### src/rtl/match_controller.sv
// -----------------------------------------------------------------------------
// match_controller
//
// Runs a multi-round robot match around the scoreboard block. While a round is
// in play it lets the sensor inputs through to the scoreboard. When the
// scoreboard raises map_change (rising edge = round over), it waits out a
// settle window. It then either ends the match or pulses map_rst to start the
// next round.
//
// Optional feature: define MATCH_TIMEOUT_EN to add a per-round PLAY timeout.
// A round that has no map_change edge within TIMEOUT_CYCLES PLAY cycles is
// closed as if the edge had arrived, and the sticky timeout_flag is set.
// Without the macro no timeout counter is built and timeout_flag is tied to 0.
//
// Ports
//   clk          in   1   system clock, rising edge
//   board_rst    in   1   asynchronous, active-high reset
//   start        in   1   begin match; only looked at in IDLE
//   map_change   in   1   scoreboard level; rising edge ends the round
//   score        in  16   [15:8] bot1 score, [7:0] bot2 score (unsigned)
//   sensor_en    out  1   1 = sensors routed to scoreboard (PLAY only)
//   map_rst      out  1   map reset pulse to scoreboard
//   round        out  4   current round number, 0 when idle
//   state        out  3   FSM state (debug): IDLE=0 PLAY=1 SETTLE=2 MAPRST=3 DONE=4
//   match_over   out  1   high in DONE
//   winner       out  2   00 none, 01 bot1, 10 bot2, 11 tie (valid with match_over)
//   timeout_flag out  1   sticky: some round was closed by timeout
// -----------------------------------------------------------------------------
module match_controller #(
  parameter int WIN_SCORE      = 5,
  parameter int MAX_ROUNDS     = 9,
  parameter int SETTLE_CYCLES  = 10,
  parameter int RST_CYCLES     = 1,
  parameter int TIMEOUT_CYCLES = 1000
) (
  input  logic        clk,
  input  logic        board_rst,
  input  logic        start,
  input  logic        map_change,
  input  logic [15:0] score,
  output logic        sensor_en,
  output logic        map_rst,
  output logic [3:0]  round,
  output logic [2:0]  state,
  output logic        match_over,
  output logic [1:0]  winner,
  output logic        timeout_flag
);

  typedef enum logic [2:0] {
    S_IDLE   = 3'd0,
    S_PLAY   = 3'd1,
    S_SETTLE = 3'd2,
    S_MAPRST = 3'd3,
    S_DONE   = 3'd4
  } state_e;

  // One down-counter serves both the settle window and the map_rst pulse.
  localparam int CNT_MAX = (SETTLE_CYCLES > RST_CYCLES) ? SETTLE_CYCLES : RST_CYCLES;
  localparam int CNT_W   = $clog2(CNT_MAX + 1);

  state_e           cur, nxt;
  logic [CNT_W-1:0] cnt, cnt_nxt;
  logic [3:0]       round_nxt;
  logic             sensor_en_nxt, map_rst_nxt, match_over_nxt;
  logic [1:0]       winner_nxt;
  logic             map_change_d;
  logic             rise;
  logic             timeout_hit;
  logic             end_match;
  logic [7:0]       bot1, bot2;

  assign bot1  = score[15:8];
  assign bot2  = score[7:0];
  assign rise  = map_change & ~map_change_d;
  assign state = cur;

  // Match is over once either bot reaches the winning score or the final
  // round has just been played.
  assign end_match = (bot1 >= 8'(WIN_SCORE)) || (bot2 >= 8'(WIN_SCORE)) ||
                     (round == 4'(MAX_ROUNDS));

`ifdef MATCH_TIMEOUT_EN
  localparam int TO_W = $clog2(TIMEOUT_CYCLES + 1);
  logic [TO_W-1:0] play_cnt;

  // Held at zero outside PLAY, so every PLAY entry starts counting from 0.
  // The value in a PLAY cycle is the number of PLAY cycles already elapsed.
  always_ff @(posedge clk or posedge board_rst) begin
    if (board_rst)          play_cnt <= '0;
    else if (cur != S_PLAY) play_cnt <= '0;
    else                    play_cnt <= play_cnt + 1'b1;
  end

  // A real edge in the same cycle takes precedence over the timeout.
  assign timeout_hit = (cur == S_PLAY) && !rise && (play_cnt == TO_W'(TIMEOUT_CYCLES - 1));

  always_ff @(posedge clk or posedge board_rst) begin
    if (board_rst)        timeout_flag <= 1'b0;
    else if (timeout_hit) timeout_flag <= 1'b1;
  end
`else
  assign timeout_hit  = 1'b0;
  // Constant false; it also keeps TIMEOUT_CYCLES referenced in this build.
  assign timeout_flag = (TIMEOUT_CYCLES < 0);
`endif

  // State and all outputs are registered together.
  always_ff @(posedge clk or posedge board_rst) begin
    if (board_rst) begin
      cur          <= S_IDLE;
      cnt          <= '0;
      round        <= '0;
      sensor_en    <= 1'b0;
      map_rst      <= 1'b0;
      match_over   <= 1'b0;
      winner       <= 2'b00;
      map_change_d <= 1'b0;
    end else begin
      // NOTE: non-blocking assignments make every register sample the
      // pre-edge values, so their order inside this block does not matter.
      cur          <= nxt;
      cnt          <= cnt_nxt;
      round        <= round_nxt;
      sensor_en    <= sensor_en_nxt;
      map_rst      <= map_rst_nxt;
      match_over   <= match_over_nxt;
      winner       <= winner_nxt;
      map_change_d <= map_change;
    end
  end

  // Next-state logic.
  always_comb begin
    // NOTE: defaulting every output of a combinational block first means no
    // path leaves a value unassigned, which would otherwise infer a latch.
    nxt       = cur;
    cnt_nxt   = cnt;
    round_nxt = round;
    unique case (cur)
      S_IDLE: begin
        if (start) begin
          nxt       = S_PLAY;
          round_nxt = 4'd1;
        end
      end
      S_PLAY: begin
        if (rise || timeout_hit) begin
          nxt     = S_SETTLE;
          cnt_nxt = CNT_W'(SETTLE_CYCLES - 1);
        end
      end
      S_SETTLE: begin
        if (cnt == '0) begin
          if (end_match) begin
            nxt = S_DONE;
          end else begin
            nxt     = S_MAPRST;
            cnt_nxt = CNT_W'(RST_CYCLES - 1);
          end
        end else begin
          cnt_nxt = cnt - 1'b1;
        end
      end
      S_MAPRST: begin
        if (cnt == '0) begin
          nxt       = S_PLAY;
          round_nxt = round + 4'd1;
        end else begin
          cnt_nxt = cnt - 1'b1;
        end
      end
      S_DONE:  nxt = S_DONE;
      default: nxt = S_IDLE;
    endcase
  end

  // Output logic: registered outputs follow the state being entered.
  always_comb begin
    sensor_en_nxt  = (nxt == S_PLAY);
    map_rst_nxt    = (nxt == S_MAPRST);
    match_over_nxt = (nxt == S_DONE);
    winner_nxt     = winner;
    // Winner is captured from the same score sample that ended the match.
    if (cur == S_SETTLE && nxt == S_DONE) begin
      if (bot1 > bot2)      winner_nxt = 2'b01;
      else if (bot2 > bot1) winner_nxt = 2'b10;
      else                  winner_nxt = 2'b11;
    end
  end

endmodule

### config.mk
export PLATFORM = sky130hd
export DESIGN_NAME = match_controller
export DESIGN_NICKNAME = d
export VERILOG_FILES = /design/src/rtl/match_controller.sv
export SDC_FILE = /design/constraint.sdc
export NUM_CORES = 1
export LEC_CHECK = 0
export CAP_MARGIN = 20
export CORE_MARGIN = 8
export CORE_UTILIZATION = 40
export CTS_CLUSTER_SIZE = 24
export DETAILED_ROUTE_END_ITERATION = 6
export GPL_TIMING_DRIVEN = 0
export PLACE_DENSITY = 0.73
export SYNTH_ARGS = -nofsm -noshare
export SYNTH_HDL_FRONTEND = slang
export SYNTH_SLANG_ARGS = --single-unit
### constraint.sdc
create_clock -name clk -period 2 [get_ports clk]
set_input_delay 0.2 -clock clk [delete_from_list [all_inputs] [get_ports clk]]
set_output_delay 0.2 -clock clk [all_outputs]
set_load 0.02 [all_outputs]
## Word-level counts from Yosys, hierarchy flattened

Cells that the tools add are included.

| storage, ports and cells | value |
|---|---|
| bits in registers | 17 |
| input bits | 20 |
| output and inout port bits | 13 |

| cells by class | value |
|---|---|
| add/subtract/negate cells | 2 |
| magnitude comparators | 4 |
| eq/ne operators | 13 |
| multiplexer cells | 16 |
| bitwise gates (word level) | 2 |
| reduce and logical (&&, ||, !) cells | 9 |

Operators by type and width:

| operator | number |
|---|---|
| $mux 4 | 6 |
| $ge 8x3->1 const B | 2 |
| $gt 8x8->1 | 2 |
| $mux 3 | 5 |
| $pmux 3 s5 | 1 |
| $pmux 4 s3 | 1 |
| $eq 3x2->1 const B | 3 |
| $ne 2x2->1 const B | 4 |
| $pmux 4 s2 | 1 |
| $eq 3x1->1 const B | 2 |
| $eq 3x3->1 const B | 2 |
| $add 4x1->4 const B | 1 |
| $eq 4x4->1 const B | 1 |
| $logic_not 4->1 | 1 |
| $reduce_and 4->1 | 1 |
| $sub 4x1->4 const B | 1 |
| $logic_not 3->1 | 1 |
| $ne 3x3->1 const B | 1 |
| $reduce_and 3->1 | 1 |
| $reduce_bool 3->1 | 1 |
| $logic_or 1x1->1 | 2 |
| $mux 2 | 1 |
| $reduce_bool 2->1 | 1 |
| $and 1x1->1 | 1 |
| other kinds (3) | 3 |

## Longest topological paths before layout

| logic depth | value |
|---|---|
| depth after elaboration | 8 |
| gate-level depth with buffers | 8 |
| mapped depth without buffers | 8 |

## Least setup slack after synthesis

Ideal clock, no wire load.

| timing path | value |
|---|---|
| kind | register to register |
| start point | reg cnt[0] |
| end point | reg winner[1] |
| library setup time | 0.125 ns |
| arrival time | 1.896 ns |
| data required time | 1.875 ns |
| setup slack | -0.020 ns |
| cell stages (with the launch flop) | 7 |
| path buffers | 0 |
| path through | dfrtp_1 > inv_1 > ha_1 > or3b_4 > or3_4 > a21oi_4 > mux2_2 |

| between the ends | value |
|---|---|
| longest elaborated chain between the ends | 5 |
| elaborated cells between the ends (all ways) | 6 |
| those cells by class | 1 x eq/ne; 3 x mux; 2 x reduce/logical |

RTL lines:

| item | line | source |
|---|---|---|
| start, declared | 63 | `logic [CNT_W-1:0] cnt, cnt_nxt;` |
| start signal, assigned | 123 | `cnt <= cnt_nxt;` |
| $logic_not 4->1 (*) | 154, 166 |  |
| $mux 3 (on tied branches) | 166, 154 |  |
| $pmux 3 s5 (*) | 140 | `unique case (cur)` |
| $eq 3x3->1 (*) | 185 | `if (cur == S_SETTLE && nxt == S_DONE) begin` |
| $logic_and 1x1->1 (*) | 185 |  |
| end signal, assigned | 128 | `winner <= winner_nxt;` |
| end, declared | 46 | `output logic [1:0] winner,` |

Mark *: on every way between the ends. The rest lies on a longest branch, timed or not.
A chain may end at the register's enable or synchronous reset.

## Worst setup path in the final report

| timing path | value |
|---|---|
| start point | reg cnt[0] |
| end point | reg map_rst |

| between the ends | value |
|---|---|
| longest elaborated chain between the ends | 4 |
| elaborated cells between the ends (all ways) | 5 |
| those cells by class | 1 x eq/ne; 3 x mux; 1 x reduce/logical |

RTL lines:

| item | line | source |
|---|---|---|
| $logic_not 4->1 (*) | 154, 166 |  |
| $mux 3 (on tied branches) | 166, 154 |  |
| $pmux 3 s5 (*) | 140 |  |
| named net nxt[1] | 62 | `state_e cur, nxt;` |
| $eq 3x2->1 (*) | 181 | `map_rst_nxt = (nxt == S_MAPRST);` |
| named net map_rst_nxt | 65 | `logic sensor_en_nxt, map_rst_nxt, match_over_nxt;` |
| end signal, assigned | 126 | `map_rst <= map_rst_nxt;` |
| end, declared | 42 | `output logic map_rst,` |

The timed path passes the listed nets; every way through them passes the cells marked *.

==> flow_metrics.env <==
export IMPL_period_minus_slack_ns=2.008
export IMPL_end_kind="flop"
export IMPL_cp_arrival_ns=2.22
export IMPL_numCtsBuffers=3
export IMPL_power_density_nw_per_um2=426.7
export IMPL_timing_fmax_ghz=0.4979
export IMPL_rows=19
export IMPL_path_class="reg2reg"
export IMPL_crit_fanout=4
export IMPL_ys_warn_count=0
export IMPL_setup_viol=1
export IMPL_clk_pin_slew_worst_paths_ns=0.11
export IMPL_wl_per_cell_um=13.80
export IMPL_postRouteAntennaNets=0
export IMPL_initialDrtViolationCount=29
export IMPL_layout_cells_non_filler=189
export IMPL_layout_nets=191
export IMPL_rsz0062_at_grt="yes"
export IMPL_synthMuxAreaShare_pct=1.047
export IMPL_ios=33
export IMPL_diodes=0
export IMPL_vdd_drop_max_v=0.0003103
export IMPL_place_congestion=0.8396
export IMPL_root_buffer="clkbuf_4"
export IMPL_slew_headroom_pct=56.65
export IMPL_synth_compound_area_share_pct=16.28
export IMPL_finalHoldViolCount=0
export IMPL_drc=0
export IMPL_wirelength_um=2608
export IMPL_synth_fa_ha_area_share_pct=13.95
export IMPL_p_leak_uw=0.0006965
export IMPL_final_core_util_pct=58.32
export IMPL_drt_pre_antenna_iters=4
export IMPL_via_count=964
export IMPL_dieArea_um2=4606
export IMPL_finalCritPeriodShare_pct=100.4
export IMPL_critical_path_required_ns=2.21
export IMPL_grt_start_max_net_pins=18
export IMPL_syn_inst=114
export IMPL_worst_pin_slew_ns=0.6496
export IMPL_status="finished, violations left"
export IMPL_clkLatencyLatePin_ns=0.30
export IMPL_area_growth_pct=44.30
export IMPL_min_path_type="in2async"
export IMPL_violations="setup timing"
export IMPL_maxCapViolations=0
export IMPL_grt_pass1_vias=1010
export IMPL_drive_above_1_share_pct=18.99
export IMPL_grt_overflow=0
export IMPL_initial_core_util_pct=40.41
export IMPL_cts_buffer_depth=2
export IMPL_syn_cell_area_um2=1076
export IMPL_dp_cells=176
export IMPL_syn_num_nets=146
export IMPL_grt_use_total_pct=12.18
export IMPL_syn_avg_cell_area_um2=9.439
export IMPL_grt_pass1_wl_um=4402
export IMPL_tritoncts="done"
export IMPL_drv_slew=0
export IMPL_yosys_cell_types_count=40
export IMPL_finClkSkew_ns=0.01089
export IMPL_yosys_area_share_simple_pct=21.28
export IMPL_clock_sinks=17
export IMPL_htreeDepth=1
export IMPL_antenna_found_initial=0
export IMPL_synth_xor_area_share_pct=1.628
export IMPL_seq_area_frac_synth_pct=39.53
export IMPL_dieHeight_um=67.87
export IMPL_die_w_um=67.87
export IMPL_core_area_um2=2663
export IMPL_start_kind="flop"
export IMPL_io_buffers=31
export IMPL_synth_seq_cells=17
export IMPL_worst_slack_ns=-0.008416
export IMPL_viasPerCell=5.101
export IMPL_dpl_hpwl_um=1983
export IMPL_synth_top_family_by_area="simple AND/OR/NAND/NOR gates"
## final timing paths
| path | startpoint | slack (ns) | to | cells past startpoint |
|---|---|---|---|---|
| max | cnt[0] | -0.008 | map_rst | 8 |
| min reg2reg | winner[1] | 0.54 | winner[1] | 1 |
| min in group clk | map_change | 0.34 | map_change_d | 1 |
| max reg2reg | cnt[0] | -0.008 | map_rst | 8 |
| max in group asynchronous | board_rst | 1.30 | round[2] | 2 |
| min | board_rst | 0.27 | cnt[2] | 2 |
## where the power goes
part / switching [µW] / leakage (µW) / internal (µW)
clock network: 120 / 0.0000177 / 74.6
registers: 3.63 / 0.000194 / 350
logic: 48.6 / 0.000485 / 66.2
## flip-flops by register name, indices dropped and copies added, names as in the netlist
name          flops
cnt               4
state             3
sensor_en         1
round             4
match_over        1
winner            2
map_rst           1
map_change_d      1
## cells in the mapped netlist
cell,n,share of area (%)
nand2b_1,1,0.58
and4_1,1,0.81
ha_1,12,14
o21ai_1,1,0.46
nand3_1,1,0.46
a21o_1,4,2.8
a21o_2,2,1.6
a32o_1,1,0.93
nor3_1,2,0.93
nand4bb_1,1,1.0
nand2b_2,1,0.81
or3_1,1,0.58
o21ai_0,6,2.8
or2b_1,1,0.70
or3b_4,1,1.0
dfrtp_1,17,40
conb_1,1,0.35
a21oi_4,1,1.5
a2bb2oi_1,1,0.81
and4_2,1,0.93
mux2_2,1,1.0
nor2_1,9,3.1
and2b_2,1,0.81
nand2_1,10,3.5
nand4_1,2,1.2
inv_2,1,0.35
a21oi_1,4,1.9
nor4_1,2,1.2
o21a_1,1,0.70
or3_4,1,1.0
xor2_1,2,1.6
and2_1,1,0.58
nor3b_1,1,0.70
and2_2,1,0.70
o31ai_1,1,0.70
buf_4,1,0.70
a221o_1,1,0.93
a31oi_1,2,1.2
inv_1,14,4.9
nor2b_1,1,0.58
## area by class of cell
type	count	area, µm²
fillers	246	1110
multi-input cells	81	616.8
flip-flops and latches	17	425.4
repair buffers	40	377.9
inverters	15	58.81
well taps	31	38.79
clock buffers	3	22.52
plain buffers	1	7.507
clock inverters	1	5.005
## timing repair
| item | in CTS | in global routing |
|---|---|---|
| endpoints found under the setup margin | 6 | 9 |
| setup buffers | 7 | 2 |
| hold buffers | 0 | 0 |
| cloned | 0 | 0 |
| pin swaps | 3 | 2 |
| resized for setup | 8 | 2 |
## per-layer routing
| layer | track usage (%) | routed length [µm] | vias to the layer above |
|---|---|---|---|
| li1 | - | - | 480 |
| met1 | 14.08 | 1156 | 460 |
| met2 | 21.07 | 1295 | 20 |
| met4 | 5.627 | 53 | 0 |
| met3 | 2.619 | 103 | 4 |
| met5 | 0 | 0 | - |
## worst max-delay path: stages (launching register included)
cell and delay (ns):
dfrtp_1 0.41, inv_2 0.09, ha_4 0.14, or3b_4 0.38, or3_4 0.37, a21oi_4 0.18
nand2b_4 0.17, inv_4 0.05, and2_4 0.14
## cells in the final DEF (no fill, tap or decap), types with 2 or more instances in the layout
master and n:
clkdlybuf4s50_1 31, o21ai_1 2, nor4_1 2, a21o_1 4
o21ai_0 5, a21o_2 2, xor2_1 2, buf_4 10
inv_2 2, nand4_1 2, dfrtp_1 17, nor3_1 2
nand2_1 10, a21oi_1 4, nor2_1 9, clkbuf_4 3
inv_1 12, ha_1 11
## kinds of logic (layout without fill, tap and decap cells)
family          after synthesis  in the layout
xor+xnor                      2              2
other cells                   1              1
simple gates                 40             40
mux                           1              1
compound gates               25             25
buf+inv                      16             60
fa+ha+maj                    12             12
flops                        17             17
## per-stage QoR
step / hold WS (ns) / power [µW] / setup TNS (ns) / worst slack (ns) / instance area, µm²
CTS: 0.2978 / 664.5 / -0.01883 / -0.01883 / 1531
detailed placement: 0.5141 / 474.7 / -0.5734 / -0.1538 / 1425
finish: 0.2721 / 662.5 / -0.008416 / -0.008416 / 1553
global route: 0.3228 / 691.8 / -0.3190 / -0.07338 / 1553
global placement: 0.5107 / 471.1 / -0.3448 / -0.1116 / 1425
floorplan: 0.1261 / 410.6 / 0 / 0.01807 / 1076
No activity file was read; power rests on OpenSTA's default activity.
